===== src/rtl/mem_arb_pkg.sv =====
// Shared types and constants for the instruction/data memory arbiter.
package mem_arb_pkg;

  typedef enum logic [1:0] {IDLE, ACCESS, RESP} state_t;
  typedef enum logic {OWN_IF, OWN_D} owner_t;

  localparam int unsigned WORD_BYTES      = 4;
  localparam logic [1:0]  ADDR_ALIGN_MASK = 2'b11;

endpackage


===== src/rtl/mem_arb_starve_ctr.sv =====
// Saturating count of consecutive arbitrations lost by the fetch requester.
module mem_arb_starve_ctr #(
  parameter int unsigned STARVE_MAX = 4
) (
  input  logic clk,
  input  logic rst_n,
  input  logic inc,
  input  logic clr,
  output logic sat
);

  localparam int unsigned CW = $clog2(STARVE_MAX + 1);

  logic [CW-1:0] cnt;

  assign sat = (cnt == CW'(STARVE_MAX));

  always_ff @(posedge clk or negedge rst_n) begin
    if (!rst_n) begin
      cnt <= '0;
    end else if (clr) begin
      cnt <= '0;
    end else if (inc && !sat) begin
      cnt <= cnt + 1'b1;
    end
  end

endmodule


===== src/rtl/imem_dmem_arbiter.sv =====
// Arbitrates fetch and load/store access to one shared word memory:
// grant -> one ACCESS cycle -> one RESP cycle, with fetch starvation override.
module imem_dmem_arbiter
  import mem_arb_pkg::*;
#(
  parameter int unsigned ADDR_W     = 32,
  parameter int unsigned DATA_W     = 32,
  parameter int unsigned MEM_BYTES  = 65536,
  parameter int unsigned STARVE_MAX = 4
) (
  input  logic              clk,
  input  logic              rst_n,
  input  logic              if_req,
  input  logic [ADDR_W-1:0] if_addr,
  output logic              if_gnt,
  output logic              if_rvalid,
  output logic [DATA_W-1:0] if_rdata,
  output logic              if_err,
  input  logic              d_req,
  input  logic              d_we,
  input  logic [ADDR_W-1:0] d_addr,
  input  logic [DATA_W-1:0] d_wdata,
  output logic              d_gnt,
  output logic              d_rvalid,
  output logic [DATA_W-1:0] d_rdata,
  output logic              d_err,
  output logic              mem_write,
  output logic [ADDR_W-1:0] mem_adr,
  output logic [DATA_W-1:0] mem_wdata,
  input  logic [DATA_W-1:0] mem_rdata
);

  state_t            state, stateNext;
  owner_t            ownerQ;
  logic [ADDR_W-1:0] addrQ;
  logic [DATA_W-1:0] wdataQ;
  logic              weQ;
  logic              arbitrating, fetchWins, starveSat, addrLegal, inAccess;
  logic [DATA_W-1:0] respData;

  assign arbitrating = (state != ACCESS);
  assign fetchWins   = if_req && (!d_req || starveSat);
  assign if_gnt      = arbitrating && fetchWins;
  assign d_gnt       = arbitrating && d_req && !fetchWins;
  assign inAccess    = (state == ACCESS);

  mem_arb_starve_ctr #(.STARVE_MAX(STARVE_MAX)) uStarve (
    .clk  (clk),
    .rst_n(rst_n),
    .inc  (arbitrating && if_req && d_gnt),
    .clr  (if_gnt),
    .sat  (starveSat)
  );

  assign addrLegal = ((addrQ[1:0] & ADDR_ALIGN_MASK) == 2'b00) &&
                     (addrQ <= ADDR_W'(MEM_BYTES - WORD_BYTES));

  // mem_write is decoded from the state register so an async reset kills it at once
  assign mem_write = inAccess && weQ && addrLegal;
  assign mem_adr   = inAccess ? addrQ  : '0;
  assign mem_wdata = inAccess ? wdataQ : '0;
  assign respData  = (addrLegal && !weQ) ? mem_rdata : '0;

  always_ff @(posedge clk or negedge rst_n) begin
    if (!rst_n) state <= IDLE;
    else        state <= stateNext;
  end

  always_comb begin
    stateNext = state;
    case (state)
      IDLE:    if (if_gnt || d_gnt) stateNext = ACCESS;
      ACCESS:  stateNext = RESP;
      RESP:    stateNext = (if_gnt || d_gnt) ? ACCESS : IDLE;
      default: stateNext = IDLE;
    endcase
  end

  always_ff @(posedge clk or negedge rst_n) begin
    if (!rst_n) begin
      addrQ     <= '0;
      wdataQ    <= '0;
      weQ       <= 1'b0;
      ownerQ    <= OWN_IF;
      if_rvalid <= 1'b0;
      if_rdata  <= '0;
      if_err    <= 1'b0;
      d_rvalid  <= 1'b0;
      d_rdata   <= '0;
      d_err     <= 1'b0;
    end else begin
      if (if_gnt) begin
        addrQ  <= if_addr;
        wdataQ <= '0;
        weQ    <= 1'b0;
        ownerQ <= OWN_IF;
      end else if (d_gnt) begin
        addrQ  <= d_addr;
        wdataQ <= d_wdata;
        weQ    <= d_we;
        ownerQ <= OWN_D;
      end
      if_rvalid <= inAccess && (ownerQ == OWN_IF);
      d_rvalid  <= inAccess && (ownerQ == OWN_D);
      if (inAccess && ownerQ == OWN_IF) begin
        if_rdata <= respData;
        if_err   <= !addrLegal;
      end
      if (inAccess && ownerQ == OWN_D) begin
        d_rdata <= respData;
        d_err   <= !addrLegal;
      end
    end
  end

endmodule


===== config.mk =====
export PLATFORM = sky130hd
export DESIGN_NAME = imem_dmem_arbiter
export DESIGN_NICKNAME = d
export VERILOG_FILES = /design/src/rtl/mem_arb_pkg.sv /design/src/rtl/mem_arb_starve_ctr.sv /design/src/rtl/imem_dmem_arbiter.sv
export SDC_FILE = /design/constraint.sdc
export NUM_CORES = 1
export LEC_CHECK = 0
export BUFFER_PORTS_ARGS = -buffer_cell sky130_fd_sc_hd__buf_2
export CELL_PAD_IN_SITES_DETAIL_PLACEMENT = 1
export CELL_PAD_IN_SITES_GLOBAL_PLACEMENT = 1
export CORE_MARGIN = 2
export CORE_UTILIZATION = 35
export DETAILED_ROUTE_END_ITERATION = 10
export PLACE_DENSITY = 0.87
export SETUP_SLACK_MARGIN = 0.5
export SYNTH_ARGS = -nofsm -noshare
export SYNTH_HDL_FRONTEND = slang
export SYNTH_SLANG_ARGS = --single-unit

===== constraint.sdc =====
create_clock -name clk -period 2.1 [get_ports clk]
set_input_delay 0.315 -clock clk [delete_from_list [all_inputs] [get_ports clk]]
set_output_delay 0.315 -clock clk [all_outputs]
set_load 0.05 [all_outputs]

==> impl_metrics.toml <==
[die]
rows = 50
start_util = 0.3585
die_area_mm2 = 0.02041
die_h_um = 142.9
io_pins = 268
die_w_um = 142.9
core-area_mm2 = 0.01883

[yosys]
netlist_top_cells_area = "dfrtp_1 (52%), o41ai_2 (8.7%), and2_1 (5.9%), nand2_1 (4.8%), a221o_1 (4.7%)"
synth_warnings = 0
syn_nets = 747
yosys.area.top_type_share = 0.5153
synth_area_mm2 = 0.006750
ys_seq_area_frac = 0.5153
yosys.area.top_type = "dfrtp_1"
syn_area_per_cell_um2 = 11.03
yosys_register_bits = 139
synth.distinct_cells = 34
syn_inst = 612

[worst_setup_path]
reg2reg_to = "if_rdata[7]"
worst_setup_path_end_kind = "primary output"
rr_worst_depth = 6
worst_ep_required_time_ns = 1.78
path_class = "reg2out"
path_max_fanout = 3
worst-r2r-setup-slack_ns = 0.07
crit_arrival_ns = 1.81
r2r-start = "addrQ[23]"
crit_path_start_kind = "register"

[timing]
max_slew_margin = 0.6507
finalHoldViolations = 0
tightest_slew_ns = 0.5240
rsz0062_at_grt = "yes"
period_needed_ns = 2.128
slew_viol_final = 0
setup_violations = 3
clock_skew_ns = 0.01419
min_period_over_period = 1.013
setup_ws_ns = -0.02804
fmax_ghz = 0.4699

[pwr]
power_frac_comb = 0.345
vdd_drop_max_mv = 0.5660
p_int_mw = 6.709
power.leakage_nw = 6.551
p_clk_frac = 0.340
switching_share = 0.3455
power.switching_mw = 3.542
power.share.sequential = 0.315
power_density_mw_per_mm2 = 870.7

[job]
cap_viol_max_count = 0

[route]
vias = 6992
dr.first_iter.drc_count = 359
drc = 0
wl_mm = 34.33
dr.pass1.iters = 5
wl_per_cell_um = 28.42
antenna_left = 0
viasPerCell = 5.788

[layout]
final_util = 0.6252
fin_nets = 1070
stdcell_count = 1208
drive_above_1_share = 0.5928
syn_to_final_growth_pct = 74.40
diodes = 0
fillCellCount = 1856

[clock_tree]
cts_buffers = 17
cts.clk_slew.worst_paths_ns = 0.07
clk_latency_ns = 0.43
cts_tree = "built"
clock-sinks = 139
clk_path_buf_depth = 2
cts_root_buf = "clkbuf_16"
h-tree-depth = 4

[placed_design]
port_buffers = 267
gp_congestion = 0.7780
dp.cells = 1107
place_hpwl_mm = 15.74

[grt]
grt_pass1_vias = 7273
grt_overflow = 0
grt_usage = 0.2815
antenna_found_initial = 1
grt_max_degree = 51
grt_first_pass_wirelength_mm = 43.22

[worst_hold_path]
hold_start = "d_addr[7]"
min_to = "addrQ[7]"
hold_path.class = "in2reg"
holdPathStages = 2

[outcome]
violations = "setup timing"
status = "complete, but fails checks"
-- area by class of cell --
type                    instances  area, um2  share of cell area
clock buffers                  19      442.9             0.03762
clock inverters                13      214.0             0.01817
inverters                       9      53.80            0.004570
multi-input cells             400       3774              0.3205
flip-flops and latches        139       3481              0.2957
well taps                     260      325.3             0.02763
repair buffers                368       3482              0.2958
-- metal layers --
metal	track usage	part of all wire	vias up
met5	0	0.00038	-
met3	0.07478	0.078	123
met2	0.4952	0.51	420
met4	0.1230	0.051	2
met1	0.3219	0.36	3545
li1	-	-	2902
-- sequential cells by signal (all words and copies together) (netlist names) --
name         cells
addrQ           32
d_err            1
d_rdata         32
d_rvalid         1
if_err           1
if_rdata        32
if_rvalid        1
ownerQ           1
state            2
uStarve.cnt      3
wdataQ          32
weQ              1
-- timing repair --
item | in CTS | in global routing
hold buffers | 1 | 0
setup endpoints to repair | 192 | 197
gates cloned | 13 | 9
buffers inserted | 20 | 26
resized for setup | 209 | 128
pin swaps | 20 | 44
endpoints found under the hold margin | 46 | 0
-- through the flow --
| step | hold WS (ns) | total power [mW] | cell area, um2 | setup TNS (ns) | worst slack [ns] |
|---|---|---|---|---|---|
| floorplan | 0.01941 | 4.706 | 6984 | 0 | 0.3358 |
| global placement | 0.3029 | 5.376 | 8712 | 0 | 0.2302 |
| detailed placement | 0.3066 | 5.446 | 8712 | 0 | 0.1324 |
| CTS | 0.09411 | 9.542 | 10810 | 0 | 0.007578 |
| global route | 0.1059 | 10.54 | 11770 | -0.2661 | -0.06922 |
| finish | 0.1143 | 10.25 | 11770 | -0.05692 | -0.02804 |
-- cell usage in the layout, fill, tap and decap left out, drive strengths merged, types with 11 or more instances in the layout --
cell type	n
nor3b	21
a22o	33
nor3	22
nand2	87
inv	11
a221o	32
nand2b	35
o41ai	64
clkbuf	24
o21a	11
dfrtp	139
buf	360
and2	64
-- power by group through the flow --
stage / combinational, mW / clock, mW / sequential (mW)
2_1_floorplan: 1.54 / 0 / 3.16
3_3_place_gp: 2.18 / 0 / 3.19
3_5_place_dp: 2.24 / 0 / 3.21
4_1_cts: 2.89 / 3.48 / 3.17
5_1_grt: 3.66 / 3.63 / 3.25
6_report: 3.54 / 3.48 / 3.23
-- worst max path at each step --
| stage | start | endpoint | slack (ns) |
|---|---|---|---|
| after floorplan | addrQ[20] | mem_write | 0.34 |
| after global placement | state[1] | mem_adr[29] | 0.23 |
| after detailed placement | addrQ[20] | d_rdata[17] | 0.13 |
| after CTS | addrQ[23] | mem_write | 0.008 |
| after global routing | addrQ[25] | mem_write | -0.07 |
| final | addrQ[28] | mem_write | -0.03 |
-- critical path, cell delays in order, from the launching register on --
cell,delay (ns)
dfrtp_1,0.42
nor4_2,0.33
buf_4,0.19
nand2_4,0.06
nor3_4,0.20
buf_6,0.18
-- Yosys cell counts --
library cell and instances:
or3b_1 1, nand4_1 1, inv_1 6, mux2i_1 1, ha_1 2, a21boi_2 1
inv_2 3, nand3b_1 1, and2_1 64, o21ai_0 4, nor3b_1 21, o31a_1 2
o21ai_1 1, a22o_1 33, o41ai_1 28, o21a_1 11, a211oi_1 1, a21oi_1 1
clkbuf_1 39, o41ai_2 36, nor3_1 22, nand2_1 87, nand3_1 3, buf_6 4
buf_1 3, and3_1 1, nand2b_1 34, a221o_1 32, buf_2 20, nor4_1 4
or3_4 1, dfrtp_1 139, nor2_1 4, nand2b_2 1
-- kinds of logic (layout without fill, tap and decap cells) --
| family | count (synthesis) | count (layout) | synth area share |
|---|---|---|---|
| fa+ha+maj | 2 | 2 | 0.003707 |
| simple gates | 245 | 246 | 0.1943 |
| flops | 139 | 139 | 0.5153 |
| mux | 1 | 1 | 0.001483 |
| buf+inv | 75 | 409 | 0.04986 |
| compound gates | 150 | 151 | 0.2354 |
Note: power is estimated with default switching activity, not from simulation.
